`src/rtl/snake_pkg.sv`:
```
// snake_pkg: shared direction/state encodings, cell type and cell size for the snake game
package snake_pkg;
  localparam int CELL_SIZE = 10;
  typedef enum logic [1:0] {DIR_DOWN = 2'b00, DIR_RIGHT = 2'b01, DIR_LEFT = 2'b10, DIR_UP = 2'b11} dir_t;
  typedef enum logic [1:0] {S_IDLE = 2'b00, S_RUN = 2'b01, S_STEP = 2'b10, S_OVER = 2'b11} state_t;
  typedef struct packed {logic [5:0] x; logic [5:0] y;} cell_t;
  function automatic dir_t rev_dir(input dir_t d);
    return dir_t'(~d);
  endfunction
endpackage

```
`src/rtl/snake_seg_ring.sv`:
```
// snake_seg_ring: body ring buffer with push/pop, valid mask and parallel query/collision match
module snake_seg_ring
  import snake_pkg::*;
#(
  parameter int MAX_LEN = 16,
  parameter int START_X = 32,
  parameter int START_Y = 24,
  parameter int START_LEN = 3,
  localparam int PW = $clog2(MAX_LEN),
  localparam int LW = PW + 1
) (
  input  logic          clk,
  input  logic          init,
  input  logic          push,
  input  logic          pop,
  input  logic          excl_tail,
  input  cell_t         push_cell,
  input  cell_t         query_cell,
  input  cell_t         col_cell,
  output cell_t         head,
  output logic [LW-1:0] length,
  output logic          query_hit,
  output logic          col_hit
);
  cell_t mem [MAX_LEN];
  logic [PW-1:0] hptr;
  logic [MAX_LEN-1:0] qm, cm;
  for (genvar i = 0; i < MAX_LEN; i++) begin : g_seg
    logic [PW-1:0] k;
    assign k = hptr - PW'(i);
    assign qm[i] = (LW'(k) < length) && (mem[i] == query_cell);
    assign cm[i] = (LW'(k) < length - LW'(excl_tail)) && (mem[i] == col_cell);
  end
  assign query_hit = |qm;
  assign col_hit = |cm;
  assign head = mem[hptr];
  always_ff @(posedge clk) begin
    if (init) begin
      hptr <= '0;
      length <= LW'(START_LEN);
      for (int i = 0; i < MAX_LEN; i++)
        mem[i] <= cell_t'({6'(START_X - (MAX_LEN - i) % MAX_LEN), 6'(START_Y)});
    end else begin
      if (push) begin
        hptr <= hptr + PW'(1);
        mem[hptr + PW'(1)] <= push_cell;
      end
      if (push && !pop) length <= length + LW'(1);
    end
  end
endmodule

```
`src/rtl/snake_move_scheduler.sv`:
```
// snake_move_scheduler: button/frame-driven snake mover with wall (and SNAKE_SELF_COLLIDE_EN self) collision
module snake_move_scheduler
  import snake_pkg::*;
#(
  parameter int GRID_W = 64,
  parameter int GRID_H = 48,
  parameter int MAX_LEN = 16,
  parameter int FRAMES_PER_STEP = 8,
  parameter int START_X = 32,
  parameter int START_Y = 24,
  parameter int START_LEN = 3
) (
  input  logic                     iCLK,
  input  logic                     iRST,
  input  logic                     iFrameTick,
  input  logic                     iUpButton,
  input  logic                     iDownButton,
  input  logic                     iLeftButton,
  input  logic                     iRightButton,
  input  logic                     iStart,
  input  logic                     iGrow,
  input  logic [5:0]               iQueryX,
  input  logic [5:0]               iQueryY,
  output logic                     oQueryHit,
  output logic [5:0]               oHeadX,
  output logic [5:0]               oHeadY,
  output logic [$clog2(MAX_LEN):0] oLength,
  output logic [1:0]               oState,
  output logic                     oGameOver,
  output logic                     oStepPulse
);
  localparam int LW = $clog2(MAX_LEN) + 1;
  localparam int CW = FRAMES_PER_STEP > 1 ? $clog2(FRAMES_PER_STEP) : 1;
  state_t state, state_nx;
  dir_t dir, next_dir, req;
  logic [3:0] s1, s2, s3, rise;
  logic [CW-1:0] fcnt;
  logic [LW-1:0] len;
  logic grow_pend, init, tick_due, wall, self_hit, go, pop, req_ok, q_match, col_hit;
  cell_t head, cand;
  assign rise = s2 & ~s3;
  assign req = rise[3] ? DIR_UP : rise[2] ? DIR_DOWN : rise[1] ? DIR_LEFT : DIR_RIGHT;
  assign req_ok = |rise && !(req == rev_dir(dir) && len > LW'(1));
  assign wall = next_dir == DIR_UP   ? head.y == 6'd0 :
                next_dir == DIR_DOWN ? head.y == 6'(GRID_H - 1) :
                next_dir == DIR_LEFT ? head.x == 6'd0 : head.x == 6'(GRID_W - 1);
  assign cand.x = next_dir == DIR_LEFT ? head.x - 6'd1 : next_dir == DIR_RIGHT ? head.x + 6'd1 : head.x;
  assign cand.y = next_dir == DIR_UP ? head.y - 6'd1 : next_dir == DIR_DOWN ? head.y + 6'd1 : head.y;
  assign pop = !(grow_pend && len < LW'(MAX_LEN));
`ifdef SNAKE_SELF_COLLIDE_EN
  assign self_hit = col_hit;
`else
  logic unused_col;
  assign unused_col = col_hit;
  assign self_hit = 1'b0;
`endif
  assign go = state == S_STEP && !wall && !self_hit;
  assign tick_due = iFrameTick && fcnt == CW'(FRAMES_PER_STEP - 1);
  assign init = iRST || (state == S_OVER && iStart);
  snake_seg_ring #(
    .MAX_LEN(MAX_LEN), .START_X(START_X), .START_Y(START_Y), .START_LEN(START_LEN)
  ) u_ring (
    .clk(iCLK), .init(init), .push(go), .pop(go && pop), .excl_tail(pop),
    .push_cell(cand), .query_cell(cell_t'({iQueryX, iQueryY})), .col_cell(cand),
    .head(head), .length(len), .query_hit(q_match), .col_hit(col_hit)
  );
  always_comb begin
    state_nx = state;
    case (state)
      S_IDLE, S_OVER: state_nx = iStart ? S_RUN : state;
      S_RUN:          state_nx = tick_due ? S_STEP : S_RUN;
      S_STEP:         state_nx = go ? S_RUN : S_OVER;
      default:        state_nx = state;
    endcase
  end
  always_ff @(posedge iCLK) begin
    state <= iRST ? S_IDLE : state_nx;
    s1 <= iRST ? 4'b0 : {iUpButton, iDownButton, iLeftButton, iRightButton};
    s2 <= iRST ? 4'b0 : s1;
    s3 <= iRST ? 4'b0 : s2;
    oStepPulse <= !iRST && go;
    oQueryHit <= !iRST && q_match;
    if (init) begin
      dir <= DIR_RIGHT;
      next_dir <= DIR_RIGHT;
      grow_pend <= 1'b0;
      fcnt <= '0;
    end else begin
      if (state == S_STEP) dir <= next_dir;
      if (req_ok) next_dir <= req;
      if (go) grow_pend <= iGrow;
      else if (iGrow && state != S_OVER) grow_pend <= 1'b1;
      if (state == S_RUN && iFrameTick) fcnt <= tick_due ? '0 : fcnt + CW'(1);
    end
  end
  assign oHeadX = head.x;
  assign oHeadY = head.y;
  assign oLength = len;
  assign oState = state;
  assign oGameOver = state == S_OVER;
endmodule

```
`config.mk`:
```
export PLATFORM = sky130hd
export DESIGN_NAME = snake_move_scheduler
export DESIGN_NICKNAME = d
export VERILOG_FILES = /design/src/rtl/snake_pkg.sv /design/src/rtl/snake_seg_ring.sv /design/src/rtl/snake_move_scheduler.sv
export SDC_FILE = /design/constraint.sdc
export NUM_CORES = 1
export LEC_CHECK = 0
export ABC_CLOCK_PERIOD_IN_PS = 5550
export BUFFER_PORTS_ARGS = -buffer_cell sky130_fd_sc_hd__buf_4
export CORE_ASPECT_RATIO = 0.5
export CORE_MARGIN = 2
export CORE_UTILIZATION = 40
export DETAILED_ROUTE_END_ITERATION = 8
export PLACE_DENSITY = 0.55
export SLEW_MARGIN = 25
export SYNTH_ARGS = -nofsm -noshare
export SYNTH_HDL_FRONTEND = slang
export SYNTH_SLANG_ARGS = --single-unit
```
`constraint.sdc`:
```
create_clock -name iCLK -period 5.55 [get_ports iCLK]
set_input_delay 1.11 -clock iCLK [delete_from_list [all_inputs] [get_ports iCLK]]
set_output_delay 1.11 -clock iCLK [all_outputs]
set_load 0.01 [all_outputs]
```
==> impl_metrics.tcl <==
set metrics [dict create \
    ys_seq_area_share_pct 47.8 \
    finalClockSkew_ns 0.0239 \
    cp.required_ns 5.74 \
    setup-violations-final 0 \
    path_common_cell "mux4_2" \
    critPathCaptureType "flip-flop" \
    total_power_uw 5190 \
    synth.avg_cell_area_um2 11.1 \
    worst_pin_slew_ns 1.02 \
    grt_pass1_wl_um 69900 \
    area_growth_pct 11.8 \
    die_w_um 265 \
    clk_latency_ns 0.55 \
    status "completed" \
    via_count 10400 \
    synth_commonest_cells "192 x edfxtp_1, 137 x nand2_1, 137 x nor2_1" \
    ir_drop_mv 0.235 \
    synth_top_area_cell "edfxtp_1" \
    post_cts_buffers 0 \
    ys.flop_type "edfxtp_1" \
    synth_warnings 0 \
    dieArea_um2 35600 \
    crit_slowest_cell "dfxtp_4" \
    placed_area_um2 14400 \
    critPathMaxFanout 27 \
    rows 47 \
    clk_path_buf_depth 3 \
    grt-ovfl-total 0 \
    tns_ns 0 \
    ctsResizeCount 0 \
    criticalPathCategory "flip-flop to flip-flop" \
    clock-sinks 229 \
    drcViolationCount 0 \
    synth_area_leaders "edfxtp_1 42%, xor2_1 7.5%, mux4_2 7.3%" \
    grt_pass1_vias 9845 \
    initial_core_util_pct 40.9 \
    syn_nets 1293 \
    finalMaxSlewViolations 0 \
    yosysMostFrequentCell "edfxtp_1" \
    crit_arrival_ns 5.25 \
    layout-drive-gt1-share_pct 14.8 \
    antenna_left 0 \
    core_region_area_um2 33300 \
    pre_cts_slack_ns 0.578 \
    root_buffer "clkbuf_16" \
    cp_cell_sequence "mux4_2, mux4_2, ha_1, or3b_2, nor2_1, nand4_1, a2111oi_1, a311o_1, nor3_2, buf_4, nand3_1, nand2_1" \
    path_clk_slew_ns 0.07 \
    hpwl_um 35400 \
    fin_crit_ns 5.06 \
    fin_nets 1321 \
    max-cap-violations 0 \
    grt_setup_unrepaired "false" \
    diodes 0 \
    grt_max_degree 28 \
    max_freq_mhz 198 \
    hold_path_class "flip-flop to flip-flop" \
    cts_tree "done" \
    die_y_um 134 \
    critPathTopFamily "simple AND/OR/NAND/NOR gates" \
    first_pass_iters 5 \
    cts_hold_buffers 0 \
    routabilityCongestion 1.00 \
    ios 43 \
    drt_iter0_drc 1429 \
    worst_slack_ns 0.493 \
    synth_top_area_share_pct 42.3 \
    ys_seq_elements 229 \
    synth_edf_count 192 \
    hold_violations 0 \
    max-slew-margin-rel_pct 31.7 \
    detail_route.wl_per_cell_um 28.8 \
    synth.cell_area_um2 13600 \
    power_density_nw_per_um2 341 \
    viasPerCell 6.08 \
    synth_cells 1222 \
    critPathBufInv 1 \
    critPathLaunchType "flip-flop" \
    htree_levels 1 \
    grt_usage_pct 27.7 \
    p_leak_uw 0.00504 \
    routed_wl_um 49200 \
    ys_async_sr_fraction_pct 0 \
    numPortBuffers 42 \
    fin_area_um2 15200 \
    min_period_over_period_pct 91.1 \
    synth_cell_type_count 62 \
    cp_slowest_stage_delay_ns 0.70 \
    cts_buffers 24 \
    antenna_found_initial 1 \
]
## layout by cell type, fill, tap and decap left out, types with 27 or more instances in the layout
| cell type | count |
|---|---|
| buf_4 | 71 |
| dfxtp_1 | 35 |
| edfxtp_1 | 192 |
| ha_1 | 50 |
| inv_1 | 36 |
| mux4_2 | 44 |
| nand2_1 | 137 |
| nand3_1 | 37 |
| nand4_1 | 27 |
| nor2_1 | 137 |
| nor4_1 | 31 |
| xnor2_1 | 93 |
| xor2_1 | 117 |
## logic make-up after synthesis
| logic type | share of synthesized area, % |
|---|---|
| AO/OA/AOI/OAI | 4.39 |
| XOR/XNOR | 13.9 |
| adder cells (fa/ha/maj) | 4.59 |
| buffers and inverters | 3.87 |
| flip-flops | 47.8 |
| multiplexers | 9.19 |
| AND/OR/NAND/NOR | 16.2 |
## stage by stage
step	utilization, %	hold slack [ns]	std cells
global route	45.7	0.470	1707
detailed placement	43.4	0.438	1664
floorplan	-	0.414	1222
global placement	43.4	0.439	1664
finish	45.7	0.455	1707
CTS	45.6	0.458	1706
## cell type report
| type | instances | area, µm² |
|---|---|---|
| Tap cell | 441 | 552 |
| Inverter | 39 | 146 |
| Fill cell | 3120 | 18100 |
| Multi-Input combinational cell | 884 | 6690 |
| Clock inverter | 7 | 61.3 |
| Sequential cell | 229 | 6510 |
| Clock buffer | 35 | 697 |
| Timing Repair Buffer | 72 | 561 |
## power breakdown
group / internal, µW / switching, µW
clock: 914 / 691
sequential: 1970 / 145
combinational: 504 / 967
total: 3390 / 1800
## path summary, 6_finish.rpt
check	start	to	depth (start not counted)	slack (ns)
hold / removal	s1[1]	s2[1]	1	0.45
hold reg to reg	s1[1]	s2[1]	1	0.45
setup reg to reg	flip-flop	u_ring.mem[5][2]	12	0.49
setup / recovery	flip-flop	u_ring.mem[5][2]	12	0.49
## registers in the layout (all words and copies together) (netlist names), named ones only
signal / count
u_ring.mem: 192
u_ring.length: 5
s1: 4
s2: 4
s3: 4
u_ring.hptr: 4
fcnt: 3
dir: 2
next_dir: 2
oState: 2
grow_pend: 1
oQueryHit: 1
oStepPulse: 1
## routing by layer
layer | wire, µm | up-vias | track usage (%)
li1 | - | 4396 | -
met1 | 20800 | 5188 | 40.3
met2 | 20300 | 705 | 39.9
met3 | 6930 | 92 | 8.66
met4 | 1150 | 2 | 7.06
met5 | 13 | - | 0
Note: power is estimated with default switching activity, not from simulation.
